===== src/rtl/sync_fifo_stat.sv =====
// Single-clock FIFO with occupancy count, programmable almost-full/almost-empty
// thresholds, synchronous flush, sticky overflow/underflow flags and a choice of
// first-word-fall-through or registered (1-cycle latency) read.
module sync_fifo_stat #(
    parameter int unsigned DATA_WIDTH = 8,
    parameter int unsigned ADDR_WIDTH = 4,
    parameter int unsigned AFULL_TH   = 12,
    parameter int unsigned AEMPTY_TH  = 2,
    parameter bit          FWFT       = 1'b1
) (
    input  logic                  clk,
    input  logic                  rst_n,
    input  logic                  flush,
    input  logic                  winc,
    input  logic [DATA_WIDTH-1:0] wdata,
    output logic                  wfull,
    output logic                  walmost_full,
    input  logic                  rinc,
    output logic [DATA_WIDTH-1:0] rdata,
    output logic                  rvalid,
    output logic                  rempty,
    output logic                  ralmost_empty,
    output logic [ADDR_WIDTH:0]   count,
    output logic                  overflow,
    output logic                  underflow,
    input  logic                  clr_err
);

    localparam int unsigned         Depth     = 2 ** ADDR_WIDTH;
    localparam logic [ADDR_WIDTH:0] DepthCnt  = (ADDR_WIDTH + 1)'(Depth);
    localparam logic [ADDR_WIDTH:0] AfullCnt  = (ADDR_WIDTH + 1)'(AFULL_TH);
    localparam logic [ADDR_WIDTH:0] AemptyCnt = (ADDR_WIDTH + 1)'(AEMPTY_TH);
    localparam logic [ADDR_WIDTH:0] CntOne    = (ADDR_WIDTH + 1)'(1);
    localparam logic [ADDR_WIDTH-1:0] PtrOne  = ADDR_WIDTH'(1);

    // Threshold legality, checked at elaboration
    if (AFULL_TH < 1 || AFULL_TH > Depth) begin : g_bad_afull
        $error("sync_fifo_stat: AFULL_TH must be in 1..DEPTH");
    end
    if (AEMPTY_TH > Depth - 1) begin : g_bad_aempty
        $error("sync_fifo_stat: AEMPTY_TH must be in 0..DEPTH-1");
    end

    logic [DATA_WIDTH-1:0] mem [Depth];
    logic [ADDR_WIDTH-1:0] wptr_q, wptr_d;
    logic [ADDR_WIDTH-1:0] rptr_q, rptr_d;
    logic [ADDR_WIDTH:0]   count_q, count_d;
    logic                  overflow_q, overflow_d;
    logic                  underflow_q, underflow_d;
    logic                  wr_acc, rd_acc;

    // Flags decode straight from the registered count
    assign wfull         = (count_q == DepthCnt);
    assign walmost_full  = (count_q >= AfullCnt);
    assign rempty        = (count_q == '0);
    assign ralmost_empty = (count_q <= AemptyCnt);
    assign count         = count_q;
    assign overflow      = overflow_q;
    assign underflow     = underflow_q;

    // Acceptance is judged on pre-edge full/empty; flush blocks both sides
    assign wr_acc = winc && !wfull && !flush;
    assign rd_acc = rinc && !rempty && !flush;

    // Next-state for pointers, occupancy and sticky error flags
    always_comb begin
        wptr_d  = wptr_q;
        rptr_d  = rptr_q;
        count_d = count_q;
        if (flush) begin
            wptr_d  = '0;
            rptr_d  = '0;
            count_d = '0;
        end else begin
            if (wr_acc) wptr_d = wptr_q + PtrOne;
            if (rd_acc) rptr_d = rptr_q + PtrOne;
            if (wr_acc && !rd_acc) begin
                count_d = count_q + CntOne;
            end else if (rd_acc && !wr_acc) begin
                count_d = count_q - CntOne;
            end
        end
        // A new error event wins over a clear in the same cycle
        overflow_d  = overflow_q;
        underflow_d = underflow_q;
        if (clr_err) begin
            overflow_d  = 1'b0;
            underflow_d = 1'b0;
        end
        if (winc && wfull)  overflow_d  = 1'b1;
        if (rinc && rempty) underflow_d = 1'b1;
    end

    // Control state registers
    always_ff @(posedge clk or negedge rst_n) begin
        if (!rst_n) begin
            wptr_q      <= '0;
            rptr_q      <= '0;
            count_q     <= '0;
            overflow_q  <= 1'b0;
            underflow_q <= 1'b0;
        end else begin
            wptr_q      <= wptr_d;
            rptr_q      <= rptr_d;
            count_q     <= count_d;
            overflow_q  <= overflow_d;
            underflow_q <= underflow_d;
        end
    end

    // Storage array; intentionally not reset
    always_ff @(posedge clk) begin
        if (wr_acc) mem[wptr_q] <= wdata;
    end

    if (FWFT) begin : g_fwft
        // Head word is shown combinationally whenever the FIFO holds data
        assign rdata  = mem[rptr_q];
        assign rvalid = !rempty;
    end else begin : g_reg
        logic [DATA_WIDTH-1:0] rdata_q;
        logic                  rvalid_q;

        // Registered read: data captured on an accepted pop, valid for one cycle
        always_ff @(posedge clk or negedge rst_n) begin
            if (!rst_n) begin
                rdata_q  <= '0;
                rvalid_q <= 1'b0;
            end else begin
                rvalid_q <= rd_acc;
                if (rd_acc) rdata_q <= mem[rptr_q];
            end
        end

        assign rdata  = rdata_q;
        assign rvalid = rvalid_q;
    end

endmodule


===== config.mk =====
export PLATFORM = sky130hd
export DESIGN_NAME = sync_fifo_stat
export DESIGN_NICKNAME = d
export VERILOG_FILES = /design/src/rtl/sync_fifo_stat.sv
export SDC_FILE = /design/constraint.sdc
export NUM_CORES = 1
export LEC_CHECK = 0
export BUFFER_PORTS_ARGS = -buffer_cell sky130_fd_sc_hd__buf_4
export CAP_MARGIN = 5
export CORE_ASPECT_RATIO = 0.8
export CORE_UTILIZATION = 51
export CTS_CLUSTER_SIZE = 8
export DETAILED_ROUTE_END_ITERATION = 6
export GPL_TIMING_DRIVEN = 0
export PLACE_DENSITY = 0.68
export SLEW_MARGIN = 30
export SYNTH_ARGS = -nofsm -noshare
export SYNTH_HDL_FRONTEND = slang
export SYNTH_SLANG_ARGS = --single-unit

===== constraint.sdc =====
create_clock -name clk -period 2.4 [get_ports clk]
set_input_delay 0.6 -clock clk [delete_from_list [all_inputs] [get_ports clk]]
set_output_delay 0.6 -clock clk [all_outputs]
set_load 0.01 [all_outputs]

==> reports/metrics.yaml, run 1 <==
status:
  status: "finished, violations left"
  violations: "negative setup slack"
critical_path:
  crit_path_max_fanout: 7
  reg2regPathDepth: 8
  r2r-start: "count[0]$_DFFE_PN0P_"
  r2r_slack_ns: -0.07
  setup.worst_path.class: "flop to primary output"
  startpoint_type: "flop"
  crit_required_ns: 1.80
  arrival_ns: 2.11
  crit_path_end_kind: "primary output"
  reg2reg_to: "count[4]$_DFFE_PN0P_"
detailed_routing:
  routedWlPerCell_um: 22.9
  ant_nets: 0
  drcViolationCount: 0
  dr.pass1.iters: 5
  first_iter_violations: 302
  wl_mm: 12.5
  vias: 3224
  vias_per_cell: 5.92
global_route:
  grt_pass1_vias: 3113
  antenna_found_initial: 0
  grt_overflow: 0
  grt_pass1_wl_mm: 18.4
  grt_usage: 0.220
  grt_start_max_net_pins: 17
final_layout:
  drive_gt1_frac: 0.424
  area_delta_synth_final_pct: 24.0
  num-fill-cells: 750
  num_antenna_cells: 0
  ff_latch_area_mm2: 0.00423
  layout.nets: 412
  stdcell_count: 545
  multiInputGateArea_mm2: 0.00180
timing:
  period_share: 1.13
  max-slew-margin-rel: 0.369
  rsz0062_at_grt: "yes"
  worst_pin_slew_ns: 0.943
  finalHoldViolations: 0
  clock.fmax_ghz: 0.368
  timing.hold.ws_ns: 0.0328
  setup_slack_ns: -0.315
  final_max_slew_viol_count: 0
  final-setup-viol-count: 10
  min_period_ns: 2.71
  finalSetupTns_ns: -2.41
  finalClockSkew_ns: 0.00805
clock_network:
  cts_sinks: 143
  cts_tree: "done"
  clk_latency_ns: 0.42
  postCtsHoldBufs: 0
  clk_path_buf_depth: 2
  numCtsBuffers: 17
  clkTransAtPathRegs_ns: 0.06
  cts_root_buf: "clkbuf_16"
  ctsHtreeMaxLevel: 4
synth:
  synth_cells: 328
  syn_nets: 352
  synth-edff-count: 128
  ys_seq_area_frac: 0.715
  yosysWarnings: 0
  netlist_area_mm2: 0.00590
  synth_cell_types: 39
  ys_seq_elements: 143
  synthArstFlopShare: 0.105
  synth_ff_type: "edfxtp_1"
  syn_area_per_cell_um2: 18.0
power_and_ir_drop:
  peakVddDrop_uv: 574
  power.leakage_nw: 2.47
  power.density_mw_per_mm2: 1030
die:
  die_h_um: 98.2
  die_width_um: 122
  ios: 34
  start_util: 0.533
  coreArea_mm2: 0.0111
  rows: 34
  design.die.area_mm2: 0.0120
flow_run:
  max-cap-violations: 0
placement:
  hpwl_mm: 8.20
  placed_cells: 505
  port_buffers: 33
  place_congestion: 0.745
worst_hold_path:
  hp-class: "primary input to asynchronous set/reset pin"
==> cell usage after synthesis, drive strengths merged, types with 2 or more instances <==
library cell  count  area share
xnor2             3      0.0045
and3              2      0.0021
dfrtp            15       0.064
nor2             34       0.022
a21oi             7      0.0066
nand4             2      0.0021
nor2b             3      0.0032
mux4             32        0.12
nor4              2      0.0032
edfxtp          128        0.65
nand2            18       0.011
buf               9      0.0081
mux2              4      0.0076
a22oi            16       0.020
mux2i             4      0.0068
clkbuf            7      0.0045
nand3             4      0.0034
o21ai             2      0.0023
ha                9       0.019
inv               8      0.0051
o211ai            4      0.0074
xor2              4      0.0059
==> cells by family after synthesis <==
| logic type | after synthesis | synth area share |
|---|---|---|
| compound gates | 33 | 0.0422 |
| mux | 40 | 0.137 |
| simple gates | 71 | 0.0554 |
| xor+xnor | 7 | 0.0104 |
| fa+ha+maj | 10 | 0.0225 |
| flops | 143 | 0.715 |
| buf+inv | 24 | 0.0176 |
==> area by class of cell <==
type / instances / share of cell area
clock buffer: 17 / 0.0582
tap: 144 / 0.0246
sequential: 143 / 0.578
inverter: 8 / 0.00411
buffer: 14 / 0.0166
clock inverter: 15 / 0.0200
multi-input combinational: 161 / 0.247
timing repair buffer: 43 / 0.0520
==> flip-flops by register name (all words and copies together), names as in the netlist <==
register,flops
mem,128
count,5
overflow,1
underflow,1
wptr_q,4
rptr_q,4
==> worst max-delay path, stage by stage, from the launching register on <==
cell     delay, ns
dfrtp_1       0.39
buf_8         0.18
buf_4         0.15
mux4_2        0.52
a22oi_2       0.22
nand2_2       0.09
buf_4         0.15
==> per-layer routing <==
| metal | vias to the layer above | track usage | part of all wire |
|---|---|---|---|
| met5 | - | 0 | 0 |
| met4 | 0 | 0.0647 | 0.011 |
| met3 | 17 | 0.0631 | 0.079 |
| met2 | 113 | 0.315 | 0.47 |
| met1 | 1663 | 0.330 | 0.44 |
| li1 | 1431 | - | - |
==> worst max path at each step <==
stage	from	to	slack, ns	depth (start not counted)
2_1_floorplan	count[1]$_DFFE_PN0P_	count[4]$_DFFE_PN0P_	0.002	9
3_3_place_gp	rptr_q[1]$_DFFE_PN0P_	rdata[6]	-0.52	6
3_5_place_dp	rptr_q[1]$_DFFE_PN0P_	rdata[6]	-0.59	6
4_1_cts	rptr_q[0]$_DFFE_PN0P_	rdata[2]	-0.32	6
5_1_grt	rptr_q[0]$_DFFE_PN0P_	rdata[1]	-0.38	6
6_report	rptr_q[0]$_DFFE_PN0P_	rdata[1]	-0.31	6
==> stage by stage <==
step,total power [mW],utilization,setup WS (ns),instance area [um^2]
final,7.53,0.661,-0.315,7310
after global routing,7.83,0.661,-0.378,7310
after CTS,7.30,0.643,-0.317,7110
after detailed placement,4.58,0.574,-0.588,6350
after global placement,4.55,0.574,-0.519,6350
after floorplan,4.01,-,0.00245,5920
==> what timing repair did <==
item	4_1_cts	5_1_grt
resized for setup	41	34
endpoints found under the setup margin	111	79
pin swaps	6	15
gates cloned	0	2
buffers inserted	7	1
==> where the power goes <==
part           switching, mW  total (mW)  internal, mW
registers              0.104        2.92          2.81
logic                   1.01        2.10          1.09
clock network          0.995        2.51          1.52
total                   2.11        7.53          5.42
==> placed cells by master, fill, tap and decap left out, drive strengths merged, types with 7 or more instances in the layout <==
| master | Yosys | routed |
|---|---|---|
| edfxtp | 128 | 128 |
| buf | 9 | 49 |
| nor2 | 34 | 34 |
| mux4 | 32 | 32 |
| clkbuf | 7 | 25 |
| nand2 | 18 | 18 |
| a22oi | 16 | 16 |
| dfrtp | 15 | 15 |
| inv | 8 | 9 |
| ha | 9 | 9 |
| clkinv | 0 | 8 |
| a21oi | 7 | 7 |
Power figures use the tool's default switching activity.
==> run 2, diff against run 1 <==
--- a/config.mk
+++ b/config.mk
@@ -8,6 +8,7 @@
 export BUFFER_PORTS_ARGS = -buffer_cell sky130_fd_sc_hd__buf_4
 export CAP_MARGIN = 5
 export CORE_ASPECT_RATIO = 0.8
+export CORE_MARGIN = 3
 export CORE_UTILIZATION = 51
 export CTS_CLUSTER_SIZE = 8
 export DETAILED_ROUTE_END_ITERATION = 6
==> run 2 against run 1 <==
  * The run still ends with negative setup slack left
  * Setup slack lost 0.061 ns
  * Non-clock buffer count grew 2
  * Clock power increased by 4%
  * Sequential power hardly changed
  * Combinational power fell by 5%
  * Register-to-register slack improved by 0.14 ns
  * Routed wire length fell by 3.2%
  * Worst hold slack barely moved
  * Cell area is 0.99% lower
  * Sequential share of layout area up 0.58 points
  * Fmax decreased by 2.2%
  * Largest cell class unchanged
==> reports/metrics.yaml, run 2 (same netlist as run 1, synthesis figures left out) <==
global_route:
  grt_pass1_wl_mm: 18.7  # was 18.4 mm
  grt_usage: 0.202  # was 0.220
  grt_start_max_net_pins: 17  # unchanged
  grt_overflow: 0  # unchanged
  antenna_found_initial: 0  # unchanged
  grt_pass1_vias: 3227  # was 3113
placement:
  placed_cells: 505  # unchanged
  port_buffers: 33  # unchanged
  hpwl_mm: 7.89  # was 8.20 mm
  pre_cts_ws_ns: -0.515  # was -0.588 ns
  placed_cell_area_mm2: 0.00635  # unchanged
  place_congestion: 0.847  # was 0.745
final_layout:
  largest_reg_flops: 128  # unchanged
  stdcell_count: 547  # was 545
  layout.nets: 414  # was 412
  area_delta_synth_final_pct: 22.8  # was 24.0%
  top_register: "mem"  # unchanged
  num_antenna_cells: 0  # unchanged
  final_cell_mix: "edfxtp_1 (128), buf_4 (40), mux4_2 (32), nor2_1 (21), clkbuf_16 (17)"  # was edfxtp_1 (128), buf_4 (35), mux4_2 (32), nor2_1 (21), clkbuf_16 (19)
  final_common_cell: "edfxtp_1"  # unchanged
  utilization: 0.655  # was 0.661
  num-fill-cells: 786  # was 750
  finish.instance_area_mm2: 0.00724  # was 0.00731 mm^2
  drive_gt1_frac: 0.404  # was 0.424
critical_path:
  crit_required_ns: 1.80  # about the same
  r2r-start: "count[0]$_DFFE_PN0P_"  # unchanged
  cp-endpoint: "rdata[6]"  # was rdata[1]
  crit_path_max_fanout: 9  # was 7
  startpoint_type: "flop"  # unchanged
  reg2regPathDepth: 8  # unchanged
  critPathLaunch: "rptr_q[0]$_DFFE_PN0P_"  # unchanged
  reg2reg_to: "count[4]$_DFFE_PN0P_"  # unchanged
  r2r_slack_ns: 0.07  # was -0.07 ns
  arrival_ns: 2.18  # was 2.11 ns
  crit_path_end_kind: "primary output"  # unchanged
  setup.worst_path.class: "flop to primary output"  # unchanged
status:
  violations: "negative setup slack"  # unchanged
  status: "finished, violations left"  # unchanged
clock_network:
  clkTransAtPathRegs_ns: 0.06  # about the same
  cts_sinks: 143  # unchanged
  clk_latency_ns: 0.41  # was 0.42 ns
  ctsHtreeMaxLevel: 4  # unchanged
  cts_tree: "done"  # unchanged
  clk_path_buf_depth: 2  # unchanged
  cts_root_buf: "clkbuf_16"  # unchanged
  numCtsBuffers: 17  # unchanged
worst_hold_path:
  hp-class: "primary input to asynchronous set/reset pin"  # unchanged
die:
  start_util: 0.533  # unchanged
  ios: 34  # unchanged
  die_h_um: 102  # was 98.2 um
  die_width_um: 126  # was 122 um
  rows: 34  # unchanged
  design.die.area_mm2: 0.0129  # was 0.0120 mm^2
  coreArea_mm2: 0.0111  # unchanged
detailed_routing:
  first_iter_violations: 207  # was 302
  dr.pass1.iters: 4  # was 5
  ant_nets: 0  # unchanged
  drcViolationCount: 0  # unchanged
  vias_per_cell: 5.76  # was 5.92
  wl_mm: 12.1  # was 12.5 mm
  routedWlPerCell_um: 22.1  # was 22.9 um
  vias: 3148  # was 3224
timing:
  timing.hold.ws_ns: 0.0324  # was 0.0328 ns
  finalHoldViolations: 0  # unchanged
  min_period_ns: 2.78  # was 2.71 ns
  period_share: 1.16  # was 1.13
  final_max_slew_viol_count: 0  # unchanged
  finalClockSkew_ns: 0.00844  # was 0.00805 ns
  setup_slack_ns: -0.376  # was -0.315 ns
  clock.fmax_ghz: 0.360  # was 0.368 GHz
  max-slew-margin-rel: 0.491  # was 0.369
  finalSetupTns_ns: -2.54  # was -2.41 ns
  rsz0062_at_grt: "yes"  # unchanged
  worst_pin_slew_ns: 0.761  # was 0.943 ns
  final-setup-viol-count: 8  # was 10
power_and_ir_drop:
  peakVddDrop_uv: 537  # was 574 uV
  p_total_mw: 7.50  # was 7.53 mW
  power.density_mw_per_mm2: 1040  # was 1030 mW/mm^2
  power.leakage_nw: 2.47  # about the same
flow_run:
  max-cap-violations: 0  # unchanged
==> run 2: worst max-delay path: stages (launching register included) <==
cell and delay, ns:
dfrtp_1 0.37, buf_6 0.16, buf_12 0.15, mux4_2 0.52, a22oi_2 0.29, nand2_1 0.12, buf_6 0.14
==> run 2: cell type report <==
class,instances,area [um^2],area share
buffer,14,121,0.0168
multi-input combinational,161,1730,0.238
timing repair buffer,45,360,0.0498
clock buffer,19,443,0.0612
clock inverter,13,154,0.0213
inverter,8,30.0,0.00415
tap,144,180,0.0249
sequential,143,4230,0.584
==> run 2: how the worst min path moves through the flow <==
stage,depth (start not counted),to,slack [ns]
floorplan,0,count[0]$_DFFE_PN0P_,0.30
global placement,1,count[2]$_DFFE_PN0P_,0.47
detailed placement,1,count[2]$_DFFE_PN0P_,0.47
CTS,1,underflow$_DFFE_PN0P_,0.03
global route,1,underflow$_DFFE_PN0P_,0.03
finish,1,count[3]$_DFFE_PN0P_,0.03
==> run 2: repair_timing <==
action                     in CTS  in global routing
hold buffers                    0                  0
pin swaps                       8                  7
setup endpoints to repair     111                 70
gates resized for setup        41                 23
buffers inserted               10                  2
==> run 2: layer usage <==
metal | vias to the layer above | global-route usage | part of all wire
li1 | 1425 | - | -
met1 | 1617 | 0.278 | 0.41
met2 | 96 | 0.324 | 0.49
met3 | 10 | 0.0528 | 0.082
met4 | 0 | 0.0618 | 0.013
met5 | - | 0 | 0
==> run 2: report_power, final <==
group	leakage [nW]	switching, mW	internal (mW)
clock network	0.279	1.04	1.58
logic	0.840	0.968	1.02
registers	1.35	0.0906	2.81
total	2.47	2.10	5.41
